File: config.mk
export PLATFORM = sky130hd
export DESIGN_NAME = alu_arbiter
export DESIGN_NICKNAME = d
export VERILOG_FILES = /design/src/rtl/alu_pkg.sv /design/src/rtl/rr_arb2.sv /design/src/rtl/alu_arbiter.sv
export SDC_FILE = /design/constraint.sdc
export NUM_CORES = 1
export LEC_CHECK = 0
export ABC_AREA = 1
export CORE_ASPECT_RATIO = 1.1
export CORE_MARGIN = 1.5
export CORE_UTILIZATION = 42
export CTS_BUF_LIST = sky130_fd_sc_hd__clkbuf_8
export DETAILED_ROUTE_END_ITERATION = 10
export PLACE_DENSITY = 0.88
export SYNTH_ARGS = -nofsm -noshare
export SYNTH_HDL_FRONTEND = slang
export SYNTH_SLANG_ARGS = --single-unit
File: constraint.sdc
create_clock -name clk -period 1.6 [get_ports clk]
set_input_delay 0.16 -clock clk [delete_from_list [all_inputs] [get_ports clk]]
set_output_delay 0.16 -clock clk [all_outputs]
set_load 0.02 [all_outputs]
File: src/rtl/alu_pkg.sv
// Shared ALU definitions: flag layout and opcode encodings used by the
// arbiter, the external ALU and the benches.
package alu_pkg;
    localparam int FLAGW = 5;

    // Flag bit positions within {C,L,F,Z,N}
    localparam int FLAG_C = 4;
    localparam int FLAG_L = 3;
    localparam int FLAG_F = 2;
    localparam int FLAG_Z = 1;
    localparam int FLAG_N = 0;

    localparam logic [7:0] OP_ADD  = 8'h00;
    localparam logic [7:0] OP_ADDC = 8'h01;
    localparam logic [7:0] OP_SUB  = 8'h02;
    localparam logic [7:0] OP_SUBC = 8'h03;
    localparam logic [7:0] OP_AND  = 8'h04;
    localparam logic [7:0] OP_OR   = 8'h05;
    localparam logic [7:0] OP_XOR  = 8'h06;
endpackage

File: src/rtl/rr_arb2.sv
// Two-way round-robin arbiter. The last pointer holds the id of the most
// recent winner; on contention the other requester wins.
module rr_arb2 (
    input  logic       clk,
    input  logic       reset,
    input  logic [1:0] valid,
    output logic [1:0] ready
);
    logic last;

    // Grant: one-hot, suppressed while in reset
    always_comb begin
        ready = 2'b00;
        if (!reset) begin
            if (valid == 2'b11)
                ready = last ? 2'b01 : 2'b10;
            else
                ready = valid;
        end
    end

    // Pointer follows the winner of each transfer; resets to 1 so port 0 wins first
    always_ff @(posedge clk) begin
        if (reset)
            last <= 1'b1;
        else if (|ready)
            last <= ready[1];
    end
endmodule

File: src/rtl/alu_arbiter.sv
// Shares one external combinational ALU between two requesters through a
// two-stage pipeline (issue register S1, result register S2) with a stored
// flag register per requester and forwarding of C for back-to-back chains.
module alu_arbiter
    import alu_pkg::*;
#(
    parameter int W   = 16,
    parameter int OPW = 8
) (
    input  logic             clk,
    input  logic             reset,
    input  logic [1:0]       req_valid,
    output logic [1:0]       req_ready,
    input  logic [W-1:0]     req_a0,
    input  logic [W-1:0]     req_a1,
    input  logic [W-1:0]     req_b0,
    input  logic [W-1:0]     req_b1,
    input  logic [OPW-1:0]   req_op0,
    input  logic [OPW-1:0]   req_op1,
    input  logic             req_cin0,
    input  logic             req_cin1,
    input  logic [1:0]       req_usec,
    output logic [1:0]       resp_valid,
    output logic [W-1:0]     resp_y,
    output logic [FLAGW-1:0] resp_flags,
    output logic [FLAGW-1:0] flags0,
    output logic [FLAGW-1:0] flags1,
    output logic [W-1:0]     alu_a,
    output logic [W-1:0]     alu_b,
    output logic [OPW-1:0]   alu_op,
    output logic             alu_cin,
    input  logic [W-1:0]     alu_y,
    input  logic [FLAGW-1:0] alu_flags
);
    logic           xfer, gnt_id;
    logic [W-1:0]   g_a, g_b;
    logic [OPW-1:0] g_op;
    logic           g_cin;

    logic           s1_v, s1_id, s1_cin;
    logic [W-1:0]   s1_a, s1_b;
    logic [OPW-1:0] s1_op;

    logic             s2_v, s2_id;
    logic [W-1:0]     s2_y;
    logic [FLAGW-1:0] s2_flags;

    rr_arb2 u_arb (
        .clk   (clk),
        .reset (reset),
        .valid (req_valid),
        .ready (req_ready)
    );

    assign xfer   = |req_ready;
    assign gnt_id = req_ready[1];

    // Select the granted request and resolve its carry-in; an in-flight op
    // of the same requester in S1 supplies C directly from the ALU since
    // its flag write lands on this same edge.
    always_comb begin
        g_a   = gnt_id ? req_a1  : req_a0;
        g_b   = gnt_id ? req_b1  : req_b0;
        g_op  = gnt_id ? req_op1 : req_op0;
        g_cin = gnt_id ? req_cin1 : req_cin0;
        if (req_usec[gnt_id]) begin
            if (s1_v && (s1_id == gnt_id))
                g_cin = alu_flags[FLAG_C];
            else
                g_cin = gnt_id ? flags1[FLAG_C] : flags0[FLAG_C];
        end
    end

    // S1 issue register; operands hold while idle
    always_ff @(posedge clk) begin
        if (reset) begin
            s1_v   <= 1'b0;
            s1_id  <= 1'b0;
            s1_a   <= '0;
            s1_b   <= '0;
            s1_op  <= '0;
            s1_cin <= 1'b0;
        end else begin
            s1_v <= xfer;
            if (xfer) begin
                s1_id  <= gnt_id;
                s1_a   <= g_a;
                s1_b   <= g_b;
                s1_op  <= g_op;
                s1_cin <= g_cin;
            end
        end
    end

    assign alu_a   = s1_a;
    assign alu_b   = s1_b;
    assign alu_op  = s1_op;
    assign alu_cin = s1_cin;

    // S2 result register plus architectural flag write-back
    always_ff @(posedge clk) begin
        if (reset) begin
            s2_v     <= 1'b0;
            s2_id    <= 1'b0;
            s2_y     <= '0;
            s2_flags <= '0;
            flags0   <= '0;
            flags1   <= '0;
        end else begin
            s2_v     <= s1_v;
            s2_id    <= s1_id;
            s2_y     <= alu_y;
            s2_flags <= alu_flags;
            if (s1_v && !s1_id) flags0 <= alu_flags;
            if (s1_v &&  s1_id) flags1 <= alu_flags;
        end
    end

    assign resp_valid = {s2_v & s2_id, s2_v & ~s2_id};
    assign resp_y     = s2_y;
    assign resp_flags = s2_flags;
endmodule

# Word level (Yosys, flattened, before mapping)
# Index checks and enable logic that the tools add are counted.
dict set report op_classes {
  n_addsub 0
  multipliers 0
  div 0
  order_cmp 1
  eq_ne 2
  shift 0
  muxes 12
  bitwise 3
  reduce_logical 5
}
# cell n
set op_table {}
lappend op_table {{two-way mux 16 bit} 2}
lappend op_table {{two-way mux 8 bit} 1}
lappend op_table {{two-way mux 1 bit} 6}
lappend op_table {{two-way mux 2 bit} 3}
lappend op_table {{logical AND 1 bit} 3}
lappend op_table {{AND 1 bit} 2}
lappend op_table {{equality test 2 bit, second input constant} 1}
lappend op_table {{less-than comparator 1 x 2 -> 1 bit, second input constant} 1}
lappend op_table {{OR reduction 2 bit} 1}
lappend op_table {{equality test 1 bit} 1}
lappend op_table {{logical NOT 1 bit} 1}
lappend op_table {{NOT 1 bit} 1}
dict set report totals {
  register_bits 77
  latchBits 0
  ram_bits 0
  mem_bits_ro 0
  inputBits 109
  out_inout_bits 76
  wordCells 36
  memories 0
}

# Logic depth before layout (Yosys ltp)
dict set report logic_depth {
  word_depth 7
  depth_mapped 8
  ltp_nobuf 8
}

# By module
# A second synthesis with hierarchy kept.
dict set report hier_totals {
  cells_unflattened 426
  hier_area_um2 3027.9
}
# module instances cells_per_inst area_each_um2 seq_area_each_um2
set by_module_without_submodules {}
lappend by_module_without_submodules {alu_arbiter 1 415 2960.3 1521.5}
lappend by_module_without_submodules {rr_arb2 1 11 67.6 20.0}

# Worst setup path before layout
# OpenSTA, ideal clock, no wires.
dict set report synth_timing {
  path_type {flip-flop to flip-flop}
  start {register u_arb.last}
  end {register s1_b[7] (netlist: alu_b[7])}
  setup_ns 0.071
  arrival_time_ns 1.025
  t_required_ns 1.529
  path_slack_ns 0.504
  stages_incl_launch_ff 9
  synth_period_minus_slack_ns 1.096
  path_cell_list {dfxtp_1 nand2_2 nand3_4 inv_2 buf_6 nand2_1 nand2_1 inv_1 a21oi_1}
}
dict set report synth_via {
  elab_chain_cells 4
  elab_cells_between_ends 5
  cone_classes {mux (4); reduce/logical (1)}
}
# item line_no
set synth_lines {}
lappend synth_lines {{from (decl)} rr_arb2.sv:9} ;# logic last;
lappend synth_lines {{from (signal assigned)} rr_arb2.sv:27} ;# last <= ready[1];
lappend synth_lines {{two-way mux 2 bit (*)} rr_arb2.sv:16} ;# ready = last ? 2'b01 : 2'b10;
lappend synth_lines {{two-way mux 2 bit (*)} rr_arb2.sv:15} ;# if (valid == 2'b11)
lappend synth_lines {{two-way mux 2 bit (*)} rr_arb2.sv:14} ;# if (!reset) begin
lappend synth_lines {{via req_ready[1]} alu_arbiter.sv:13} ;# output logic [1:0] req_ready,
lappend synth_lines {{two-way mux 16 bit / OR reduction 2 bit (equally long branches)} {alu_arbiter.sv:63, alu_arbiter.sv:55}}
lappend synth_lines {{to (signal assigned)} alu_arbiter.sv:88} ;# s1_b <= g_b;
lappend synth_lines {{to (decl)} alu_arbiter.sv:41} ;# logic [W-1:0] s1_a, s1_b;
# The timed path passes the listed nets; every way through them passes the cells marked *.
# A chain may end at the register's enable or synchronous reset.

# Final worst setup path
dict set report layout_timing {
  start {register s1_cin (netlist: alu_cin)}
  end {output port alu_cin}
}
# item line_no
set layout_lines {}
lappend layout_lines {{from (decl)} alu_arbiter.sv:40} ;# logic s1_v, s1_id, s1_cin;
lappend layout_lines {{from (signal assigned)} alu_arbiter.sv:90} ;# s1_cin <= g_cin;
lappend layout_lines {{to (decl)} alu_arbiter.sv:31} ;# output logic alu_cin,
# No word-level cell between the ends.

==> metrics.yaml <==
synthesis:
  ys_types: 18
  avgSynthCellArea_um2: 7.11
  synthCells: 440
  syn_area_um2: 3130
  ys_seq_area_share_pct: 49.2
  yosys_warnings: 0
  synth_seq_cells: 77
  synth_nets: 549
place:
  place_hpwl_um: 7150
  place_area_um2: 5050
  io_buffers: 184
  place_ws_ns: -0.149
  place.gp.congestion: 0.821
worst_setup_path:
  endpoint_kind: "output pin"
  r2r_start: "u_arb.last"
  cpMaxStageDelayCell: "clkdlybuf4s50_1"
  crit_buf_inv: 1
  critical_path_class: "reg -> out"
  crit_family: "buffers and inverters"
  slowest_delay_ns: 0.64
  worstPathArrival_ns: 1.36
  crit_chain: "clkdlybuf4s50_1"
  cp.required_ns: 1.44
  reg2reg_depth: 8
  crit_fanout: 2
  ff2ff_setup_slack_ns: 0.25
  worst_setup_path_start_kind: "flop"
  r2r_end: "alu_b[13]"
clock_network:
  cts_tree: "yes"
  cts_buffers: 9
  root_buffer: "clkbuf_8"
  clock_path_buffers: 2
  htree_levels: 3
  insertion_delay_ns: 0.34
  path_clk_slew_ns: 0.08
  clock_sinks: 77
  post_cts_buffers: 0
timing:
  fin_skew_ns: 0.00809
  tns_ns: 0
  fmax_ghz: 0.658
  hold_violations: 0
  slew_headroom_pct: 61.6
  grt_setup_unrepaired: "false"
  fin_crit_ns: 1.52
  final-setup-viol-count: 0
  post-route-period-util_pct: 94.9
  setup_ws_ns: 0.0813
  finalMaxSlewViolations: 0
  worst_slew_pin_slew_ns: 0.576
cells_and_area:
  area_delta_synth_final_pct: 68.5
  fin_area_um2: 5270
  fill_cells: 548
  drive_above_1_share_pct: 6.52
  final_core_util_pct: 74.0
  finalNetCount: 733
  antenna_cells: 0
grt:
  grt_pass1_vias: 3428
  grt_pass1_wl_um: 15500
  grt_overflow_total: 0
  grt_max_degree: 59
  grt_usage_pct: 24.7
  antenna_found_initial: 0
power_and_ir_drop:
  net-switching-power_mw: 1.28
  p_int_mw: 3.53
  p_leak_nw: 2.36
  switching_share_pct: 26.5
  pwr-share-comb_pct: 22.4
  vdd_drop_max_mv: 0.776
  p_per_area_nw_per_um2: 911
  pwr-share-seq_pct: 43.9
  clkPwrFrac_pct: 33.7
flow_run:
  cap_violations: 0
route:
  wl_per_cell_um: 13.6
  drtAntennaViolNets: 0
  via_per_inst: 4.79
  route.detailed.drc: 9
  num_vias: 3418
  wirelength_um: 9710
  initialDrtViolationCount: 120
  first_pass_iters: 7
hold_path:
  hold_depth: 3
  hp-class: "in -> reg"
  holdPathEnd: "resp_flags[4]"
  min-delay-start: "reset"
floorplanning:
  start_util_pct: 43.9
  placementRows: 32
  core-area_um2: 7130
  dieWidth_um: 85.3
  chipHeight_um: 93.6
  io_pins: 185
  dieArea_um2: 7980
status:
  status: "finished with violations"
  violations: "DRC"
cells in the mapped netlist:
cell      number  share of area (%)
buf_2          9                1.4
clkbuf_1       4               0.48
nand3_1       51                8.2
dfxtp_1       77                 49
a21oi_1       50                8.0
nand2_2        4               0.80
nand2_1      119                 14
inv_1         66                7.9
or2_2          1               0.20
o211ai_1       1               0.24
buf_6          4                1.4
buf_1          3               0.36
nand3_4        1               0.56
buf_4          4               0.96
inv_2          4               0.48
nor2_1        32                3.8
o21ai_0        9                1.4
nor2_2         1               0.20
layer usage:
layer	vias up	GRT usage, %	part of all wire (%)	wire length, um
li1	1717	-	-	-
met1	1531	25.3	36	3520
met2	141	44.6	51	4980
met3	29	8.47	9.1	884
met4	0	12.0	3.3	318
met5	-	0	0	0
cell type report:
class	instances	area, um^2	share of cell area, %
multi-input cells	269	1180	22.5
well taps	85	106	2.02
clock inverters	6	86.3	1.64
repair buffers	197	1950	37.1
clock buffers	10	138	2.61
flip-flops and latches	77	1540	29.2
inverters	70	263	4.98
worst max-delay path by stage:
stage,end,cells after the start,slack (ns),startpoint
final,alu_cin,1,0.08,alu_cin
after global routing,alu_cin,1,0.04,alu_cin
after CTS,alu_cin,1,0.07,alu_cin
after detailed placement,alu_a[12],8,-0.15,req_valid[0]
after global placement,req_ready[0],6,-0.14,req_valid[0]
after floorplan,alu_b[7],8,0.50,u_arb.last
cells by family (layout without fill, tap and decap cells):
family / Yosys count / in the layout / synth area share (%)
and+or+nand+nor: 209 / 209 / 28.0
AOI/OAI and AO/OA: 60 / 60 / 9.67
buffers and inverters: 94 / 283 / 13.1
DFF: 77 / 77 / 49.2
through the flow:
step           instances  hold slack, ns  total power, mW
6_report             714           0.202             4.81
5_1_grt              714           0.223             5.04
4_1_cts              714           0.192             4.86
3_5_place_dp         698           0.455             3.23
3_3_place_gp         698           0.449             3.20
2_1_floorplan        440           0.267             2.62
repair_timing:
item / 4_1_cts / 5_1_grt
hold buffers: 0 / 0
resized for setup: 4 / 0
endpoints found under the setup margin: 4 / 0
state kept, by name, indices dropped and copies added, names as in the netlist:
| name | cells |
|---|---|
| flags0 | 5 |
| resp_flags | 5 |
| alu_a | 16 |
| resp_y | 16 |
| alu_b | 16 |
| flags1 | 5 |
| s2_v | 1 |
| s2_id | 1 |
| alu_cin | 1 |
| alu_op | 8 |
| u_arb.last | 1 |
| s1_id | 1 |
| s1_v | 1 |
layout by cell type (no fill, tap or decap):
cell type	n
nand3_1	51
or2_2	1
clkinv_2	2
clkdlybuf4s50_1	179
buf_12	2
a21oi_1	50
o211ai_1	1
o21ai_0	9
nand2_1	119
inv_2	4
bufinv_16	2
buf_2	1
clkinvlp_4	1
nand3_4	1
dfxtp_1	77
nor2_1	32
nand2_2	4
inv_1	66
nor2_4	1
clkbuf_8	10
buf_4	11
clkinv_4	1
dlygate4sd2_1	4
power by group through the flow:
| stage | Combinational [mW] | Sequential [mW] | Clock [mW] |
|---|---|---|---|
| 2_1_floorplan | 0.330 | 2.29 | 0 |
| 3_3_place_gp | 1.06 | 2.14 | 0 |
| 3_5_place_dp | 1.08 | 2.15 | 0 |
| 4_1_cts | 1.08 | 2.11 | 1.66 |
| 5_1_grt | 1.17 | 2.12 | 1.75 |
| 6_report | 1.08 | 2.11 | 1.62 |
worst reg2reg max path: cells and delay by family (launching register included):
family / cells / cell delay, ns
buf+inv: 3 / 0.44
simple gates: 4 / 0.38
flops: 1 / 0.33
compound gates: 1 / 0.13
Note: power is estimated with default switching activity, not from simulation.
